## src/rtl/cdb_arbiter.sv

```systemverilog
// cdb_arbiter: shares one registered common-data-bus port between the ALU
// result path (ex_*) and the load-unit result path (ld_*). Each source is
// buffered in a DEPTH-entry FIFO; the bus is granted round-robin and the
// granted head is registered onto cdb_*. A flush discards every buffered
// result.
//
// Ports:
//   clk, rst          clock, synchronous active-high reset
//   rdy               global enable (low = freeze all state)
//   flush             mispredict flush, empties both FIFOs
//   ex_valid/ex_rob_id/ex_val/ex_rel_pc, ex_ready   ALU result in
//   ld_valid/ld_rob_id/ld_val, ld_ready             load result in
//   cdb_flag/cdb_src/cdb_rob_id/cdb_val/cdb_rel_pc  registered broadcast
//
// Build option: define CDB_FIXED_PRIO_EN to give the load FIFO fixed
// priority when both FIFOs are non-empty (no round-robin state).
module cdb_arbiter #(
  parameter int ROB_ID_W = 4,
  parameter int DEPTH    = 2
) (
  input  logic                clk,
  input  logic                rst,
  input  logic                rdy,
  input  logic                flush,
  input  logic                ex_valid,
  input  logic [ROB_ID_W-1:0] ex_rob_id,
  input  logic [31:0]         ex_val,
  input  logic [31:0]         ex_rel_pc,
  output logic                ex_ready,
  input  logic                ld_valid,
  input  logic [ROB_ID_W-1:0] ld_rob_id,
  input  logic [31:0]         ld_val,
  output logic                ld_ready,
  output logic                cdb_flag,
  output logic                cdb_src,
  output logic [ROB_ID_W-1:0] cdb_rob_id,
  output logic [31:0]         cdb_val,
  output logic [31:0]         cdb_rel_pc
);

  localparam int PW = $clog2(DEPTH);
  localparam int CW = PW + 1;

  logic [ROB_ID_W-1:0] ex_id_mem [DEPTH];
  logic [31:0]         ex_val_mem[DEPTH];
  logic [31:0]         ex_pc_mem [DEPTH];
  logic [ROB_ID_W-1:0] ld_id_mem [DEPTH];
  logic [31:0]         ld_val_mem[DEPTH];

  logic [PW-1:0] ex_head, ex_tail, ld_head, ld_tail;
  logic [CW-1:0] ex_count, ld_count;

`ifndef CDB_FIXED_PRIO_EN
  logic last_grant;  // 0 = ALU, 1 = load
`endif

  logic en;
  logic ex_push, ld_push, grant_ex, grant_ld;

  // Grant looks only at pre-push occupancy, so a push can never be
  // broadcast in the same cycle (no input-to-output path).
  always_comb begin
    en       = rdy && !flush;
    ex_ready = !rst && en && (ex_count < CW'(DEPTH));
    ld_ready = !rst && en && (ld_count < CW'(DEPTH));
    ex_push  = ex_valid && ex_ready;
    ld_push  = ld_valid && ld_ready;
`ifdef CDB_FIXED_PRIO_EN
    grant_ld = en && (ld_count != '0);
`else
    grant_ld = en && (ld_count != '0) && ((ex_count == '0) || !last_grant);
`endif
    grant_ex = en && (ex_count != '0) && !grant_ld;
  end

  always_ff @(posedge clk) begin
    if (ex_push) begin
      ex_id_mem[ex_tail]  <= ex_rob_id;
      ex_val_mem[ex_tail] <= ex_val;
      ex_pc_mem[ex_tail]  <= ex_rel_pc;
    end
    if (ld_push) begin
      ld_id_mem[ld_tail]  <= ld_rob_id;
      ld_val_mem[ld_tail] <= ld_val;
    end
  end

  always_ff @(posedge clk) begin
    if (rst) begin
      ex_head    <= '0;
      ex_tail    <= '0;
      ex_count   <= '0;
      ld_head    <= '0;
      ld_tail    <= '0;
      ld_count   <= '0;
      cdb_flag   <= 1'b0;
      cdb_src    <= 1'b0;
      cdb_rob_id <= '0;
      cdb_val    <= '0;
      cdb_rel_pc <= '0;
`ifndef CDB_FIXED_PRIO_EN
      last_grant <= 1'b1;
`endif
    end else if (rdy) begin
      if (flush) begin
        ex_head  <= '0;
        ex_tail  <= '0;
        ex_count <= '0;
        ld_head  <= '0;
        ld_tail  <= '0;
        ld_count <= '0;
        cdb_flag <= 1'b0;
      end else begin
        if (ex_push) ex_tail <= ex_tail + 1'b1;
        if (ld_push) ld_tail <= ld_tail + 1'b1;
        if (grant_ex) ex_head <= ex_head + 1'b1;
        if (grant_ld) ld_head <= ld_head + 1'b1;
        ex_count <= ex_count + CW'(ex_push) - CW'(grant_ex);
        ld_count <= ld_count + CW'(ld_push) - CW'(grant_ld);

        cdb_flag <= grant_ex || grant_ld;
        if (grant_ex) begin
          cdb_src    <= 1'b0;
          cdb_rob_id <= ex_id_mem[ex_head];
          cdb_val    <= ex_val_mem[ex_head];
          cdb_rel_pc <= ex_pc_mem[ex_head];
        end else if (grant_ld) begin
          cdb_src    <= 1'b1;
          cdb_rob_id <= ld_id_mem[ld_head];
          cdb_val    <= ld_val_mem[ld_head];
          cdb_rel_pc <= '0;
        end
`ifndef CDB_FIXED_PRIO_EN
        if (grant_ex)      last_grant <= 1'b0;
        else if (grant_ld) last_grant <= 1'b1;
`endif
      end
    end
  end

endmodule

```

## config.mk

```make
export PLATFORM = sky130hd
export DESIGN_NAME = cdb_arbiter
export DESIGN_NICKNAME = d
export VERILOG_FILES = /design/src/rtl/cdb_arbiter.sv
export SDC_FILE = /design/constraint.sdc
export NUM_CORES = 1
export LEC_CHECK = 0
export ABC_CLOCK_PERIOD_IN_PS = 5290
export CAP_MARGIN = 40
export CORE_ASPECT_RATIO = 0.5
export CORE_MARGIN = 10
export CORE_UTILIZATION = 53
export DETAILED_ROUTE_END_ITERATION = 10
export GPL_ROUTABILITY_DRIVEN = 0
export PLACE_DENSITY = 0.78
export SETUP_SLACK_MARGIN = 0.3
export SYNTH_ARGS = -nofsm -noshare
export SYNTH_HDL_FRONTEND = slang
export SYNTH_SLANG_ARGS = --single-unit
export TNS_END_PERCENT = 1
```

## constraint.sdc

```tcl
create_clock -name clk -period 5.29 [get_ports clk]
set_clock_uncertainty 0.05 [all_clocks]
set_input_delay 1.058 -clock clk [delete_from_list [all_inputs] [get_ports clk]]
set_output_delay 1.058 -clock clk [all_outputs]
set_load 0.02 [all_outputs]
```

---- Yosys cells after proc, flatten, opt, wreduce, memory -nomap -nowiden ----
Memories as Yosys holds them, arrays and structs flattened. A register that Yosys moved wholly into a read port is not among the register bits.
Cells that the tools add are included.
operators by class
  $add $sub $neg .......................... 8
  magnitude comparators ................... 2
  multiplexer cells ....................... 33
  bitwise logic cells ..................... 1
  reduce and logical (&&, ||, !) cells .... 29
operators with widths
  kind                                                number
  two-way mux 32 bit                                  4
  two-way mux 1 bit                                   25
  nonzero test 2 bit                                  7
  logical AND 1 bit                                   10
  two-way mux 4 bit                                   2
  AND reduction 2 bit                                 4
  adder 1 bit (second input constant)                 4
  adder 2 x 1 -> 2 bit                                2
  logical NOT 1 bit                                   4
  less-than comparator 2 bit (second input constant)  2
  two-way mux 2 bit                                   2
  subtractor 2 x 1 -> 2 bit                           2
  AND reduction 3 bit                                 1
  logical NOT 2 bit                                   1
  logical OR 1 bit                                    2
  NOT 1 bit                                           1
storage, ports and cells
  bits in registers ....................... 79
  RAM bits ................................ 208
  output and inout port bits .............. 72
  logic and storage cells ................. 90
  memories ................................ 5
memory list
  name        depth  width  read ports  clocked after memory_dff  wr ports  RTL line  text
  ex_pc_mem   2      32     1           1                         1         46        logic [31:0] ex_pc_mem [DEPTH];
  ex_val_mem  2      32     1           1                         1         45        logic [31:0] ex_val_mem[DEPTH];
  ld_val_mem  2      32     1           1                         1         48        logic [31:0] ld_val_mem[DEPTH];
  ex_id_mem   2      4      1           1                         1         44        logic [ROB_ID_W-1:0] ex_id_mem [DEPTH];
  ld_id_mem   2      4      1           1                         1         47        logic [ROB_ID_W-1:0] ld_id_mem [DEPTH];

---- Depth between registers and ports, before layout ----
  word-level depth ........................ 10
  depth in mapped cells ................... 12

---- Worst setup path after synthesis ----
Ideal clock, no wire load.
  kind .................................... input -> register
  from .................................... input port flush
  to ...................................... memory ex_id_mem[0][0] (enable)
  library setup time ...................... 0.494 ns
  data arrival time ....................... 4.429 ns
  path slack .............................. 0.317 ns
  stages .................................. 5
  cell sequence ........................... nand2b_1 buf_4 nor2_1 nand2_1 nor2_1
on the way
  longest elaborated chain between the ends .. 7
ends and longest elaborated chain
  item                                     RTL line  text
  start, declared                          24        input logic flush,
  logical NOT 1 bit                        63        en = rdy && !flush;
  logical AND 1 bit                        63
  logical AND 1 bit (2 in a row)           64        ex_ready = !rst && en && (ex_count < CW'(DEPTH));
  logical AND 1 bit                        66        ex_push = ex_valid && ex_ready;
  two-way mux 1 bit                        77        if (ex_push) begin
  two-way mux 1 bit (implied by the code)  78        ex_id_mem[ex_tail] <= ex_rob_id;
  end, declared                            44
No other way between the ends.

---- Worst setup path in the final report ----
  from .................................... input port rdy
  to ...................................... output port ex_ready
on the way
  longest elaborated chain between the ends .. 3
ends and longest elaborated chain
  item                            RTL line  text
  start, declared                 23        input logic rdy,
  logical AND 1 bit               63
  logical AND 1 bit (2 in a row)  64
  end, declared                   29        output logic ex_ready,
No other way between the ends.

==> results.toml <==
[placed_design]
dpl.cell_count = 1089
dp_hpwl_um = 15640
dpl_worst_slack_ps = 1149
port_buffers = 181

[run]
drv.max_cap_violation_count = 0

[floorplanning]
fp.dieArea_sq_um = 26790
design.portCount = 182
core_area_sq_um = 19730
initial_core_utilization_pct = 54.64
fp-row-count = 36
chipHeight_um = 120.8
die_width_um = 221.7

[yosys]
synth_seq_area_share_pct = 72.98
synth_top_flop_cell = "sky130_fd_sc_hd__edfxtp_1"
post_synth_instance_area_sq_um = 10780
share_of_synthesized_flip_flops_with_an_asynchronous_set_or_reset_pct = 0
synthesis.instances = 673
synth_enable_flop_cells = 208
yosys_cell_types = 35
syn-mean-instance-area_sq_um = 16.02
synthesis.yosys.warnings = 0
syn-num-nets = 787
ys_seq_elements = 289

[timing]
normalized_max_slew_margin_pct = 42.83
timing.final.hold_violations = 0
max_freq_ghz = 0.2419
worst-slew-pin-transition_ps = 857.6
hold_ws_ps = 425.5
layout_worst_path_cycle_share_pct = 78.15
grt_setup_unrepaired = "false"
final-setup-viol-count = 0
drv_slew = 0
tns_ps = 0
finalCriticalPeriod_ps = 4134
post-route-worst-setup-slack_ps = 1156

[critical_path]
worst-path-max-fanout = 11
path_class = "input port to output port"
crit_slowest_cell = "sky130_fd_sc_hd__clkdlybuf4s50_1"
worst_ep_required_time_ps = 4180
crit_chain = "clkdlybuf4s50_1 > nand2b_1 > nor3_1 > clkdlybuf4s50_1"
startpoint_type = "input port"
critical_path_buf_inv_count = 2
critical_path.endpoint_type = "output port"
worstReg2RegStart = "ex_count[1]"
critical_path.startpoint = "rdy"
critPathTopFamily = "buffers and inverters"
critical-path-top-cell-by-count = "sky130_fd_sc_hd__clkdlybuf4s50_1"
cp.arrival_ps = 3030
max_stage_delay_ps = 680

[finish]
multi_input_logic_area_sq_um = 2693
num_antenna_cells = 0
ff_latch_area_sq_um = 7873
final_net_count = 964
mostFrequentLayoutCell = "sky130_fd_sc_hd__edfxtp_1"
nFillCells = 1332
areaGrowthSynthToFinish_pct = 26.64
proportion_of_layout_cells_with_a_drive_suffix_above_1_pct = 11.41
most-common-layout-cells = "sky130_fd_sc_hd__edfxtp_1 (208), sky130_fd_sc_hd__clkdlybuf4s50_1 (180), sky130_fd_sc_hd__mux2i_1 (104)"
layoutNonFillerInstCount = 1134

[clock_network]
tritoncts = "yes"
cts_root_buffer = "sky130_fd_sc_hd__clkbuf_16"
numClockSinks = 289
clk_latency_ps = 510
clock_tree.htree_level_count = 1
cts_resized = 0
clock_pin_slew_reported_for_the_worst_setup_and_hold_paths_after_clock_tree_synthesis_ps = 60
cts_setup_buffers = 0
ctsHoldBuffers = 0
numCtsBuffers = 25
cts_buffer_depth = 3

[route]
route.detailed.wl_per_inst_um = 21.05
initialDrtViolationCount = 473
drcViolationCount = 0
route.vias.total = 6156
postRouteAntennaNets = 0
detailed_route_vias_per_instance = 5.429
firstDrtPassIters = 4
wl_um = 23870

[pwr]
maximum_vdd_drop_mv = 0.2548
p_switching_mw = 0.8431
switching_share_pct = 19.33
leakage_nw = 4.321
power.internal_mw = 3.519
powerDensity_nw_per_um2 = 319.5
share_clk_of_total_power_pct = 39.7
power.combinational.fraction_pct = 4.0
power_frac_seq_pct = 56.3

[global_route]
overall_track_demand_over_capacity_in_global_routing_pct = 17.07
vias_in_the_first_global_route = 6453
grt_remaining_overflow = 0
grt_first_pass_wirelength_um = 36650
pin_count_of_the_biggest_net_entering_global_routing = 52
antenna_found_initial = 0

[min_path]
hold_path.class = "flip-flop to flip-flop"
hold_path_startpoint = "ex_head"

[run_status]
run_status = "finished, final reports clean"
-- power by group through the flow --
stage | logic, mW | clock network [mW] | registers [mW]
global route | 0.188 | 1.85 | 2.46
floorplan | 0.0521 | 0 | 2.51
CTS | 0.178 | 1.77 | 2.46
detailed placement | 0.177 | 0 | 2.50
global placement | 0.169 | 0 | 2.50
finish | 0.176 | 1.73 | 2.46
-- through the flow --
step	util, %	cell area (sq um)	power [mW]
after CTS	69.20	13650	4.405
after floorplan	-	10780	2.561
after detailed placement	65.24	12870	2.682
final	69.20	13650	4.362
after global routing	69.20	13650	4.498
after global placement	64.72	12770	2.673
-- synth_stat cells (6+ instances only) --
cell type,instances,area share [%]
sky130_fd_sc_hd__a211oi_1,32,2.2
sky130_fd_sc_hd__a21oi_1,7,0.32
sky130_fd_sc_hd__buf_2,17,0.79
sky130_fd_sc_hd__buf_6,6,0.63
sky130_fd_sc_hd__clkbuf_1,12,0.42
sky130_fd_sc_hd__dfxtp_1,81,15
sky130_fd_sc_hd__edfxtp_1,208,58
sky130_fd_sc_hd__mux2_2,36,3.8
sky130_fd_sc_hd__mux2i_1,104,9.7
sky130_fd_sc_hd__nand2_1,6,0.21
sky130_fd_sc_hd__nand3b_1,36,2.5
sky130_fd_sc_hd__nor2_1,45,1.6
sky130_fd_sc_hd__o21ai_0,10,0.46
sky130_fd_sc_hd__o21ai_1,30,1.4
-- flip-flops by register name, summed over array words and instances (netlist names), 2 cells and up, named ones only --
register,cells
ex_pc_mem,64
ex_val_mem,64
ld_val_mem,64
cdb_rel_pc,32
cdb_val,32
ex_id_mem,8
ld_id_mem,8
cdb_rob_id,4
ex_count,2
ld_count,2
-- worst paths after layout --
path	slack, ps	to	cells past startpoint
worst min-delay path	430	flip-flop	1
worst min register to register	430	flip-flop	1
worst max-delay path	1160	ex_ready	4
worst max register to register	2960	cdb_val[4]	4
-- metal layers --
layer	GRT usage, %	part of all wire, %	up-vias
met3	3.151	6.2	29
met1	20.82	41	3067
met5	0	0	-
met4	3.126	1.3	0
li1	-	-	2903
met2	31.42	52	157
-- final cells by class --
type	instances	share of cell area, %
Sequential cell	289	57.67
Multi-Input combinational cell	339	19.72
Timing Repair Buffer	192	14.37
Clock buffer	39	5.481
Tap cell	266	2.438
Clock inverter	6	0.2383
Inverter	3	0.08249
-- worst reg2reg max path, cell delays in order, from the launching register on --
cell and delay, ps:
sky130_fd_sc_hd__dfxtp_1 500, sky130_fd_sc_hd__nor2_1 160, sky130_fd_sc_hd__a21oi_4 560, sky130_fd_sc_hd__nand2b_2 620, sky130_fd_sc_hd__o21ai_0 360
-- logic make-up after synthesis --
kind of cell	Yosys count	synth area share [%]
DFF	289	72.98
and+or+nand+nor	106	5.420
xor gates and xnor gates	2	0.1625
adders and majority gates	4	0.4643
muxes	140	13.42
buffers and inverters	45	2.333
AOI/OAI and AO/OA	87	5.223
(Power assumes the default switching activity.)
==> RTL edit (same settings) <==
`ROB_ID_W`: 4 -> 6.
--- a/src/rtl/cdb_arbiter.sv
+++ b/src/rtl/cdb_arbiter.sv
@@ -15,7 +15,7 @@
 // Build option: define CDB_FIXED_PRIO_EN to give the load FIFO fixed
 // priority when both FIFOs are non-empty (no round-robin state).
 module cdb_arbiter #(
-  parameter int ROB_ID_W = 4,
+  parameter int ROB_ID_W = 6,
   parameter int DEPTH    = 2
 ) (
   input  logic                clk,
Interface: changed (resized cdb_rob_id, ex_rob_id and ld_rob_id); port bits go from 182 to 188. No check against the original RTL was run, so the function may have changed too.
==> RTL edit against the original RTL <==
Register-to-register slack gained 0.06 ns. Worst setup slack lost 0.045 ns. Critical path depth is the same. Power grew 6.8%. Sequential cell count grew 10. Routed wire length grew 5.4%. Non-clock buffer count grew 10. Global-route usage grew 0.21 points. Sequential share of layout area shrank 1.5 points. Area after synthesis grew 6.2%. First-iteration DRC count shrank 11%. Hold slack lost 0.0039 ns. Cell area grew 6.4%. Critical path type unchanged. Critical endpoint is now ld_ready. Largest power group unchanged.
==> RTL edit: results (changes against the original RTL) <==
clock_tree:
  numCtsBuffers: 26  # +4.0%
  clock_latency_ns: 0.53  # +0.02 ns
timing:
  fin_crit_sh_pct: 79.0  # +0.85 points
  tightest_slew_ns: 0.828  # -0.0294 ns
route:
  routed_wl_um: 25200  # +5.4%
  first_pass_iters: 5  # +1
  route.met2.wl_um: 13500  # +9.0%
  drtIter0Drc: 421  # -11%
  met3_length_um: 969  # -35%
  met1_length_um: 10300  # +6.5%
synthesis:
  syn-num-nets: 811  # +3.0%
  avgSynthCellArea_um2: 16.5  # +3.1%
  ys_top_cells_by_area: "edfxtp_1, dfxtp_1, mux2i_1"
  seq_area_frac_synth_pct: 71.2  # -1.8 points
grt:
  grt_usage_pct: 17.3  # +0.21 points
  grt_pass1_wl_um: 38400  # +4.7%
  grt_max_degree: 66  # +27%
finish:
  drive_above_1_share_pct: 17.2  # +5.8 points
  fin_cells: 1193  # +5.2%
  fin_nets: 999  # +3.6%
worst_setup_path:
  rrSetupSlack_ns: 3.02  # +0.06 ns
  critPathCapture: "ld_ready"
outcome:
  outcome: "completed"
place:
  post-place-cells: 1145  # +5.1%
  dp_slack_ns: 1.08  # -0.0644 ns
power_and_ir_drop:
  ir_drop_mv: 0.282  # +11%
-- RTL edit: changes by cell type in the layout (fill, tap and decap cells not counted), sizes merged, moves of 4 or more --
cell	change
buf	+4
mux2i	+4
clkdlybuf4s50	+6
edfxtp	+8
clkinv	+4
-- RTL edit: final cells by class --
type	count	area, um^2	area share [%]
inverter	3	11.3	0.0775
clock buffer	36	728	5.01
tap	292	365	2.51
clock inverter	12	141	0.973
timing repair buffer	202	2050	14.1
sequential	299	8150	56.1
multi-input combinational	349	3080	21.2
-- RTL edit: worst min-delay path by stage --
stage,start,end,slack (ns),cells after the start
final,ex_head$_SDFFE_PP0P_,register,0.42,1
after global routing,ex_head$_SDFFE_PP0P_,register,0.45,1
after CTS,ex_head$_SDFFE_PP0P_,register,0.42,1
after detailed placement,ex_head$_SDFFE_PP0P_,register,0.41,1
after global placement,ex_head$_SDFFE_PP0P_,register,0.38,1
after floorplan,ex_head$_SDFFE_PP0P_,register,0.38,1
-- RTL edit: where the power goes --
| group | internal, mW | switching (mW) | leakage (nW) | total (mW) |
|---|---|---|---|---|
| Combinational | 0.109 | 0.0819 | 1.64 | 0.191 |
| Clock | 1.11 | 0.817 | 0.427 | 1.93 |
| Sequential | 2.53 | 0.00840 | 2.62 | 2.54 |
-- RTL edit: kinds of logic (layout without fill, tap and decap cells) --
group,count (synthesis),after routing,synth area share (%)
multiplexers,146,146,13.8
XOR/XNOR,2,2,0.153
adder cells (fa/ha/maj),4,4,0.437
flip-flops,299,299,71.2
buffers and inverters,45,253,2.32
AO/OA/AOI/OAI,89,89,6.83
AND/OR/NAND/NOR,108,108,5.25
-- RTL edit: layer usage --
metal	up-vias	track usage [%]
met4	0	4.37
met1	3190	20.4
met5	-	0
li1	3014	-
met2	138	32.6
met3	37	3.13
